### config.mk
export PLATFORM = sky130hd
export DESIGN_NAME = wb_stage
export DESIGN_NICKNAME = d
export VERILOG_FILES = /design/src/rtl/riscv_wb_pkg.sv /design/src/rtl/load_formatter.sv /design/src/rtl/wb_stage.sv
export SDC_FILE = /design/constraint.sdc
export NUM_CORES = 1
export LEC_CHECK = 0
export BUFFER_PORTS_ARGS = -buffer_cell sky130_fd_sc_hd__buf_2
export CAP_MARGIN = 20
export CELL_PAD_IN_SITES_DETAIL_PLACEMENT = 0
export CELL_PAD_IN_SITES_GLOBAL_PLACEMENT = 1
export CORE_UTILIZATION = 42
export DETAILED_ROUTE_END_ITERATION = 10
export GPL_TIMING_DRIVEN = 1
export PLACE_DENSITY_LB_ADDON = 0.3
export REMOVE_ABC_BUFFERS = 1
export SYNTH_ARGS = -nofsm -noshare
export SYNTH_HDL_FRONTEND = slang
export SYNTH_HIERARCHICAL = 1
export SYNTH_SLANG_ARGS = --single-unit
### constraint.sdc
create_clock -name clk -period 3.9 [get_ports clk]
set_input_delay 0.78 -clock clk [delete_from_list [all_inputs] [get_ports clk]]
set_output_delay 0.78 -clock clk [all_outputs]
set_load 0.1 [all_outputs]
### src/rtl/riscv_wb_pkg.sv
// Shared encodings for the writeback stage: result-source selects, load funct3 codes and the
// FSM state encoding.
package riscv_wb_pkg;

  // Result source select carried from MEM; 2'b11 falls through to the ALU path.
  localparam logic [1:0] RES_ALU  = 2'b00;
  localparam logic [1:0] RES_LOAD = 2'b01;
  localparam logic [1:0] RES_PC4  = 2'b10;

  // Load size/sign encodings (funct3 of the load opcode).
  localparam logic [2:0] F3_LB  = 3'b000;
  localparam logic [2:0] F3_LH  = 3'b001;
  localparam logic [2:0] F3_LW  = 3'b010;
  localparam logic [2:0] F3_LBU = 3'b100;
  localparam logic [2:0] F3_LHU = 3'b101;

  // Writeback FSM state encoding.
  typedef logic [1:0] wb_state_t;
  localparam wb_state_t ST_IDLE      = 2'd0;
  localparam wb_state_t ST_WAIT_LOAD = 2'd1;
  localparam wb_state_t ST_WRITE     = 2'd2;

endpackage

### src/rtl/load_formatter.sv
// Combinational load-data formatter: picks the byte/half addressed by addr_lo out of the raw
// aligned word and sign- or zero-extends it according to funct3.
module load_formatter
  import riscv_wb_pkg::*;
(
  input  logic [31:0] rdata,
  input  logic [2:0]  funct3,
  input  logic [1:0]  addr_lo,
  output logic [31:0] result
);

  logic [7:0]  byte_sel;
  logic [15:0] half_sel;

  // Lane selection; halves use only addr_lo[1], the low bit is ignored.
  always_comb begin
    byte_sel = rdata[7:0];
    case (addr_lo)
      2'd0:    byte_sel = rdata[7:0];
      2'd1:    byte_sel = rdata[15:8];
      2'd2:    byte_sel = rdata[23:16];
      default: byte_sel = rdata[31:24];
    endcase
    half_sel = addr_lo[1] ? rdata[31:16] : rdata[15:0];
  end

  // Extension by size/sign; unknown encodings load the whole word.
  always_comb begin
    result = rdata;
    case (funct3)
      F3_LB:   result = {{24{byte_sel[7]}}, byte_sel};
      F3_LBU:  result = {24'h0, byte_sel};
      F3_LH:   result = {{16{half_sel[15]}}, half_sel};
      F3_LHU:  result = {16'h0, half_sel};
      F3_LW:   result = rdata;
      default: result = rdata;
    endcase
  end

endmodule

### src/rtl/wb_stage.sv
// Writeback stage: one-entry stage register sequenced by an IDLE/WAIT_LOAD/WRITE FSM, driving
// the register-file write port. Loads hold intake until the data response arrives.
// Optional feature macro WB_RETIRE_CNT_EN adds the instret retired-instruction counter output.
module wb_stage
  import riscv_wb_pkg::*;
#(
  parameter int unsigned XLEN     = 32,
  parameter int unsigned RETIRE_W = 64
) (
  input  logic                clk,
  input  logic                rst,
  input  logic                in_valid,
  output logic                in_ready,
  input  logic                in_we,
  input  logic [4:0]          in_rd,
  input  logic [1:0]          in_result_src,
  input  logic [XLEN-1:0]     in_alu_result,
  input  logic [XLEN-1:0]     in_pc_plus4,
  input  logic [2:0]          in_funct3,
  input  logic [1:0]          in_addr_lo,
  input  logic                dmem_rsp_valid,
  input  logic [XLEN-1:0]     dmem_rdata,
  output logic                WE3,
  output logic [XLEN-1:0]     WD3,
  output logic [4:0]          rd,
  output logic                retire
`ifdef WB_RETIRE_CNT_EN
  ,
  output logic [RETIRE_W-1:0] instret
`endif
);

  if (XLEN != 32 || RETIRE_W == 0) begin : g_bad_cfg
    $error("wb_stage: only XLEN=32 and RETIRE_W>0 are supported");
  end

  wb_state_t       state_q, state_d;
  logic            stg_we_q, stg_we_d;
  logic [4:0]      stg_rd_q, stg_rd_d;
  logic [2:0]      stg_funct3_q, stg_funct3_d;
  logic [1:0]      stg_addr_lo_q, stg_addr_lo_d;
  logic [XLEN-1:0] stg_result_q, stg_result_d;
  logic            we3_q, we3_d;
  logic [XLEN-1:0] wd3_q, wd3_d;
  logic [4:0]      wr_rd_q, wr_rd_d;
  logic            retire_q, retire_d;
  logic [XLEN-1:0] fmt_result;
  logic            capture;

  load_formatter u_load_formatter (
    .rdata   (dmem_rdata),
    .funct3  (stg_funct3_q),
    .addr_lo (stg_addr_lo_q),
    .result  (fmt_result)
  );

  assign in_ready = (state_q != ST_WAIT_LOAD);
  assign capture  = in_valid && in_ready;

  // FSM next state, stage-register update and registered write-port outputs.
  always_comb begin
    state_d       = state_q;
    stg_we_d      = stg_we_q;
    stg_rd_d      = stg_rd_q;
    stg_funct3_d  = stg_funct3_q;
    stg_addr_lo_d = stg_addr_lo_q;
    stg_result_d  = stg_result_q;
    case (state_q)
      ST_IDLE, ST_WRITE: begin
        if (capture) begin
          state_d       = (in_result_src == RES_LOAD) ? ST_WAIT_LOAD : ST_WRITE;
          stg_we_d      = in_we;
          stg_rd_d      = in_rd;
          stg_funct3_d  = in_funct3;
          stg_addr_lo_d = in_addr_lo;
          // Non-load result is resolved now; a load overwrites it on the response.
          stg_result_d  = (in_result_src == RES_PC4) ? in_pc_plus4 : in_alu_result;
        end else begin
          state_d = ST_IDLE;
        end
      end
      ST_WAIT_LOAD: begin
        if (dmem_rsp_valid) begin
          state_d      = ST_WRITE;
          stg_result_d = fmt_result;
        end
      end
      default: state_d = ST_IDLE;
    endcase

    // Outputs are computed from the next stage contents so they line up with state WRITE.
    retire_d = (state_d == ST_WRITE);
    we3_d    = retire_d && stg_we_d && (stg_rd_d != 5'd0);
    wd3_d    = wd3_q;
    wr_rd_d  = wr_rd_q;
    if (we3_d) begin
      wd3_d   = stg_result_d;
      wr_rd_d = stg_rd_d;
    end
  end

  // State and stage register with synchronous reset; a pending load is simply dropped.
  always_ff @(posedge clk) begin
    if (rst) begin
      state_q       <= ST_IDLE;
      stg_we_q      <= 1'b0;
      stg_rd_q      <= 5'd0;
      stg_funct3_q  <= 3'd0;
      stg_addr_lo_q <= 2'd0;
      stg_result_q  <= '0;
      we3_q         <= 1'b0;
      wd3_q         <= '0;
      wr_rd_q       <= 5'd0;
      retire_q      <= 1'b0;
    end else begin
      state_q       <= state_d;
      stg_we_q      <= stg_we_d;
      stg_rd_q      <= stg_rd_d;
      stg_funct3_q  <= stg_funct3_d;
      stg_addr_lo_q <= stg_addr_lo_d;
      stg_result_q  <= stg_result_d;
      we3_q         <= we3_d;
      wd3_q         <= wd3_d;
      wr_rd_q       <= wr_rd_d;
      retire_q      <= retire_d;
    end
  end

  assign WE3    = we3_q;
  assign WD3    = wd3_q;
  assign rd     = wr_rd_q;
  assign retire = retire_q;

`ifdef WB_RETIRE_CNT_EN
  logic [RETIRE_W-1:0] instret_q, instret_d;

  // Retired-instruction counter; wraps naturally at all-ones.
  always_comb begin
    instret_d = retire_q ? instret_q + 1'b1 : instret_q;
  end

  // Counter register.
  always_ff @(posedge clk) begin
    if (rst) begin
      instret_q <= '0;
    end else begin
      instret_q <= instret_d;
    end
  end

  assign instret = instret_q;
`endif

endmodule

# After elaboration in Yosys (flattened, before gate mapping)
# Index checks and enable logic that the tools add are counted.
# op_classes
addsub	0
n_mul	0
div_mod_pow	0
order_cmp	0
n_eq_ne	11
shifts	0
mux	15
bitwise_logic	0
reduce_logical	9
# op_table
cell	n
$pmux 32 s4	1
$mux 32	3
$pmux 32 s2	1
$pmux 8 s3	1
$mux 16	1
$mux 5	2
$eq 2x2->1 const B	4
$eq 2x1->1 const B	3
$eq 3x3->1 const B	2
$mux 2	3
$reduce_bool 5->1	1
$logic_not 2->1	2
$pmux 2 s2	1
$eq 3x1->1 const B	1
$logic_and 1x1->1	3
$logic_not 3->1	1
$mux 1	2
$ne 2x1->1 const B	1
$reduce_and 2->1	1
$reduce_or 2->1	1
# totals
register_bits	84
latchBits	0
mem_bits_rw	0
mem_bits_ro	0
in_bits	113
output_inout_bits	40
memories	0

# Depth between registers and ports, before layout
# logic_depth
word_depth	7
mapped_depth	9

# Cells and area by module
# The synthesis kept the hierarchy.
# modules_own_cells
module	n_inst	cells_per_inst	area_per_inst_um2	seq_area_each_um2
wb_stage	1	458	4224.1	1681.6
load_formatter	1	133	969.7	0.0

# Worst setup path after synthesis
# OpenSTA, ideal clock, no wires.
# synth_timing
kind	input to register
start	input port dmem_rdata[23]
end	register wd3_q[10], in the netlist WD3[10]
arrival_ns	2.103
t_required_ns	3.759
path_slack_ns	1.656
stages	8
cell_sequence	mux2_4 a22oi_4 buf_6 o221ai_2 nand4b_1 o21ai_0 a221oi_1 o31ai_2
# synth_between
elab_chain_cells	4
# synth_rtl
item	line	rtl
start, declared	wb_stage.sv:22	input logic [XLEN-1:0] dmem_rdata,
$pmux 8 s3	load_formatter.sv:18	case (addr_lo)
$pmux 32 s4	load_formatter.sv:30	case (funct3)
named net fmt_result[10]	wb_stage.sv:47	logic [XLEN-1:0] fmt_result;
$mux 32	wb_stage.sv:83	if (dmem_rsp_valid) begin
$pmux 32 s2	wb_stage.sv:68	case (state_q)
end signal, assigned	wb_stage.sv:123	wd3_q <= wd3_d;
end, declared	wb_stage.sv:44	logic [XLEN-1:0] wd3_q, wd3_d;
# The timed path passes the listed nets, and every way through them passes these cells.
# A chain may end at the register's enable or synchronous reset.

# Final worst setup path
# layout_timing
start	register stg_addr_lo_q[1]
end	register wd3_q[16], in the netlist WD3[16]
# layout_between
elab_chain_cells	5
word_cells_on_any_way	8
cone_classes	2 x eq/ne; 5 x mux; 1 x reduce/logical
# layout_rtl
item	line	rtl
start, declared	wb_stage.sv:41	logic [1:0] stg_addr_lo_q, stg_addr_lo_d;
start signal, assigned	wb_stage.sv:120	stg_addr_lo_q <= stg_addr_lo_d;
$eq 2x2->1 (tied with other cells)	load_formatter.sv:18	
$pmux 8 s3	load_formatter.sv:18	
$pmux 32 s4 (*)	load_formatter.sv:30	
named net fmt_result[16]	wb_stage.sv:47	
$mux 32 (*)	wb_stage.sv:83	
$pmux 32 s2 (*)	wb_stage.sv:68	
# The timed path passes the listed nets; every way through them passes the cells marked *.

==> metrics <==
Clock Tree Root clkbuf_16; Residual DRC 0; Vias approximately 5200; Core Rows 40; 1st-iter DRT viols 398; I/O Buffers ~150; routed vias/inst between 6 and 7; chip width approximately 110 µm; Max Clk Rate around 350 MHz; smallest hold slack between 400 and 500 ps; Post-CTS Hold Fix Bufs 0; critical path capture point type register; placed cells 835; non-filler instance count after layout around 850; Post-Synth XOR/XNOR Area 0%; Post-layout nets 813; Area after DPL 5950 µm²; first-pass GRT wire length 24700 µm; Final Cycle Share between 70% and 80%; outcome completed; count of final setup violators 0; PwrDens 379 nW/µm²; Cell variety after synth 41; maximum vdd drop between 0.2 and 0.3 mV; worst rel slew slack 37.3%; core area around 12000 µm²; EDFF count, synth 0; GRT Residual Overflow 0; Post-Synth Adder-Cell Area 0%; Die Y 113 µm; Post-Synth Simple-Gate Area between 15 and 20%; WL final 15800 µm; worst clock skew 6.99 ps; DIE AREA 12800 µm²; Avg Cell Area, Syn 8.79 µm²; H-tree lvl count 3; post-CTS sizing 0; Seq/Total Area, Yosys 32.4%; RSZ-0062 raised after global routing no; Post-CTS Setup Inserts 0; Final Max Slew Viols 0; post-synthesis compound-gate area fraction between 20 and 30%; CP Max Fanout 22; clk sinks 84; layout cells sized above 1 a little over a third; CTS tree yes; #FFs+latches synth 84; post-synthesis mux area share between 10% and 20%; Syn Inst Count 591; worst slew pin tran 941 ps; CP required approximately 4100 ps; ant diodes 0; worst-skew pair later-pin latency ~340 ps; routability cong. between 0.8 and 0.9; initial antenna violation count 0; post-DP HPWL approximately 11000 µm; critical path class reg -> reg; total CTS buffers 9; asr flop ratio synth 0%; minimum clock period after layout roughly 2800 ps; Final Util about 52%; hold crit path type reg -> reg; Reg clk slew, reported paths 60 ps; Max-Cap Viols 0; Clock Path Buffers 2; initial core utilization between 40% and 50%; drt wl/cell around 19 µm; synthesized area about 5200 µm²; LEAKAGE 0.00248 µW; vias in the first global route between 4000 and 5000; router iterations before antenna repair 5; endpoints failing hold 0; ANT nets after route 0; total track usage roughly 25%; Main synth FF type dfxtp_1; Area Overhead vs Synth 20.7%; largest family of logic cells by synthesized area compound AO/OA/AOI/OAI gates; Arrival @ worst endpoint approximately 3000 ps; CP Launch Type register; synth warn 6; I/O pin total 153; final instance area between 6000 and 7000 µm²; pin count of the biggest net entering global routing 83
==> synth_stat cells, types with 2 or more instances <==
| master | n | share of area (%) |
|---|---|---|
| dfxtp_1 | 84 | 32 |
| nor2_1 | 64 | 4.6 |
| nand2_1 | 61 | 4.4 |
| clkbuf_1 | 46 | 3.3 |
| a221oi_1 | 34 | 5.7 |
| o21ai_0 | 33 | 3.2 |
| mux2_2 | 32 | 6.9 |
| nand4b_1 | 32 | 5.4 |
| o311ai_0 | 32 | 5.4 |
| a21oi_1 | 27 | 2.6 |
| o31ai_2 | 19 | 4.6 |
| nor2b_1 | 16 | 1.9 |
| o22ai_1 | 16 | 1.9 |
| o31ai_1 | 13 | 1.9 |
| buf_2 | 10 | 0.96 |
| inv_1 | 10 | 0.72 |
| buf_6 | 9 | 2.0 |
| a311oi_1 | 7 | 1.2 |
| mux4_1 | 7 | 3.5 |
| nand2b_1 | 4 | 0.48 |
| o221ai_2 | 4 | 1.2 |
| buf_1 | 3 | 0.22 |
| mux2_1 | 3 | 0.65 |
| o221ai_1 | 3 | 0.51 |
| a32o_1 | 2 | 0.39 |
| buf_4 | 2 | 0.29 |
| mux2_4 | 2 | 0.58 |
| mux2i_1 | 2 | 0.39 |
| or3_1 | 2 | 0.24 |
==> critical path, stage by stage, from the launching register on <==
cell and delay [ps]:
dfxtp_1 860, mux2i_1 280, o31a_1 610, o22ai_1 190, nand4b_1 140, o21ai_0 110
a221oi_1 370, o31ai_1 110
==> sequential cells by signal, indices dropped and copies added (netlist names), 2 cells and up <==
name / cells
state_q: 2
rd: 5
stg_result_q: 32
stg_funct3_q: 3
stg_addr_lo_q: 2
stg_rd_q: 5
WD3: 32
==> routing by layer <==
layer	part of all wire [%]	track usage, %	routed length, µm	vias up
li1	-	-	-	2484
met1	46	32.1	7190	2485
met2	46	40.9	7290	210
met3	6.8	4.28	1070	18
met4	1.5	8.07	242	0
met5	0	0	0	-
==> final timing paths <==
check             slack (ps)                      to                           from  depth (start not counted)
setup reg to reg        1060    WD3[16]$_SDFFE_PP0P_  stg_addr_lo_q[1]$_SDFFE_PP0P_                          7
hold / removal           480  stg_rd_q[3]$_SDFF_PP0_         stg_rd_q[3]$_SDFF_PP0_                          2
setup / recovery        1060    WD3[16]$_SDFFE_PP0P_  stg_addr_lo_q[1]$_SDFFE_PP0P_                          7
hold reg to reg          480  stg_rd_q[3]$_SDFF_PP0_         stg_rd_q[3]$_SDFF_PP0_                          2
==> final cells by class <==
class | count | area (µm²)
flip-flops and latches | 84 | 1680
well taps | 147 | 184
multi-input cells | 425 | 3150
clock inverters | 7 | 67.6
fillers | 1170 | 5740
repair buffers | 168 | 913
clock buffers | 9 | 225
inverters | 12 | 45.0
==> power breakdown <==
group | leakage, µW | internal (µW) | total [µW] | switching [µW]
Combinational | 0.00165 | 202 | 580 | 378
Clock | 0.000149 | 494 | 854 | 360
Sequential | 0.000687 | 906 | 945 | 39.5
==> per-stage QoR <==
stage               setup WS, ps  total power (µW)  setup TNS, ps
floorplan                   -935              1330         -30020
global placement             916              1520              0
detailed placement           856              1540              0
CTS                         1130              2390              0
global route                 893              2480              0
finish                      1060              2380              0
==> cell families (layout without fill, tap and decap cells) <==
| logic type | Yosys count | count (layout) |
|---|---|---|
| buffers and inverters | 82 | 196 |
| multiplexers | 46 | 46 |
| AND/OR/NAND/NOR | 184 | 184 |
| AO/OA/AOI/OAI | 195 | 195 |
| flip-flops | 84 | 84 |
==> placed cells by master, fill, tap and decap left out, types with 2 or more instances in the layout <==
cell | netlist | final
mux2_2 | 32 | 32
o31ai_1 | 13 | 13
buf_4 | 2 | 14
o221ai_1 | 3 | 3
nor2_1 | 64 | 63
nor2b_1 | 16 | 13
nand2b_1 | 4 | 4
dfxtp_1 | 84 | 83
nor2b_4 | 0 | 2
o21ai_0 | 33 | 33
mux2i_1 | 2 | 2
a21oi_1 | 27 | 27
a221oi_1 | 34 | 34
o311ai_0 | 32 | 32
o22ai_1 | 16 | 16
mux4_1 | 7 | 7
mux2_4 | 2 | 2
mux2_1 | 3 | 3
o31ai_2 | 19 | 19
a311oi_1 | 7 | 7
clkinv_4 | 0 | 2
nand4b_1 | 32 | 32
nand2_1 | 61 | 61
o221ai_2 | 4 | 4
a32o_1 | 2 | 2
buf_2 | 10 | 152
inv_1 | 10 | 10
clkbuf_16 | 0 | 9
clkinv_2 | 0 | 4
No activity file was read; power rests on OpenSTA's default activity.
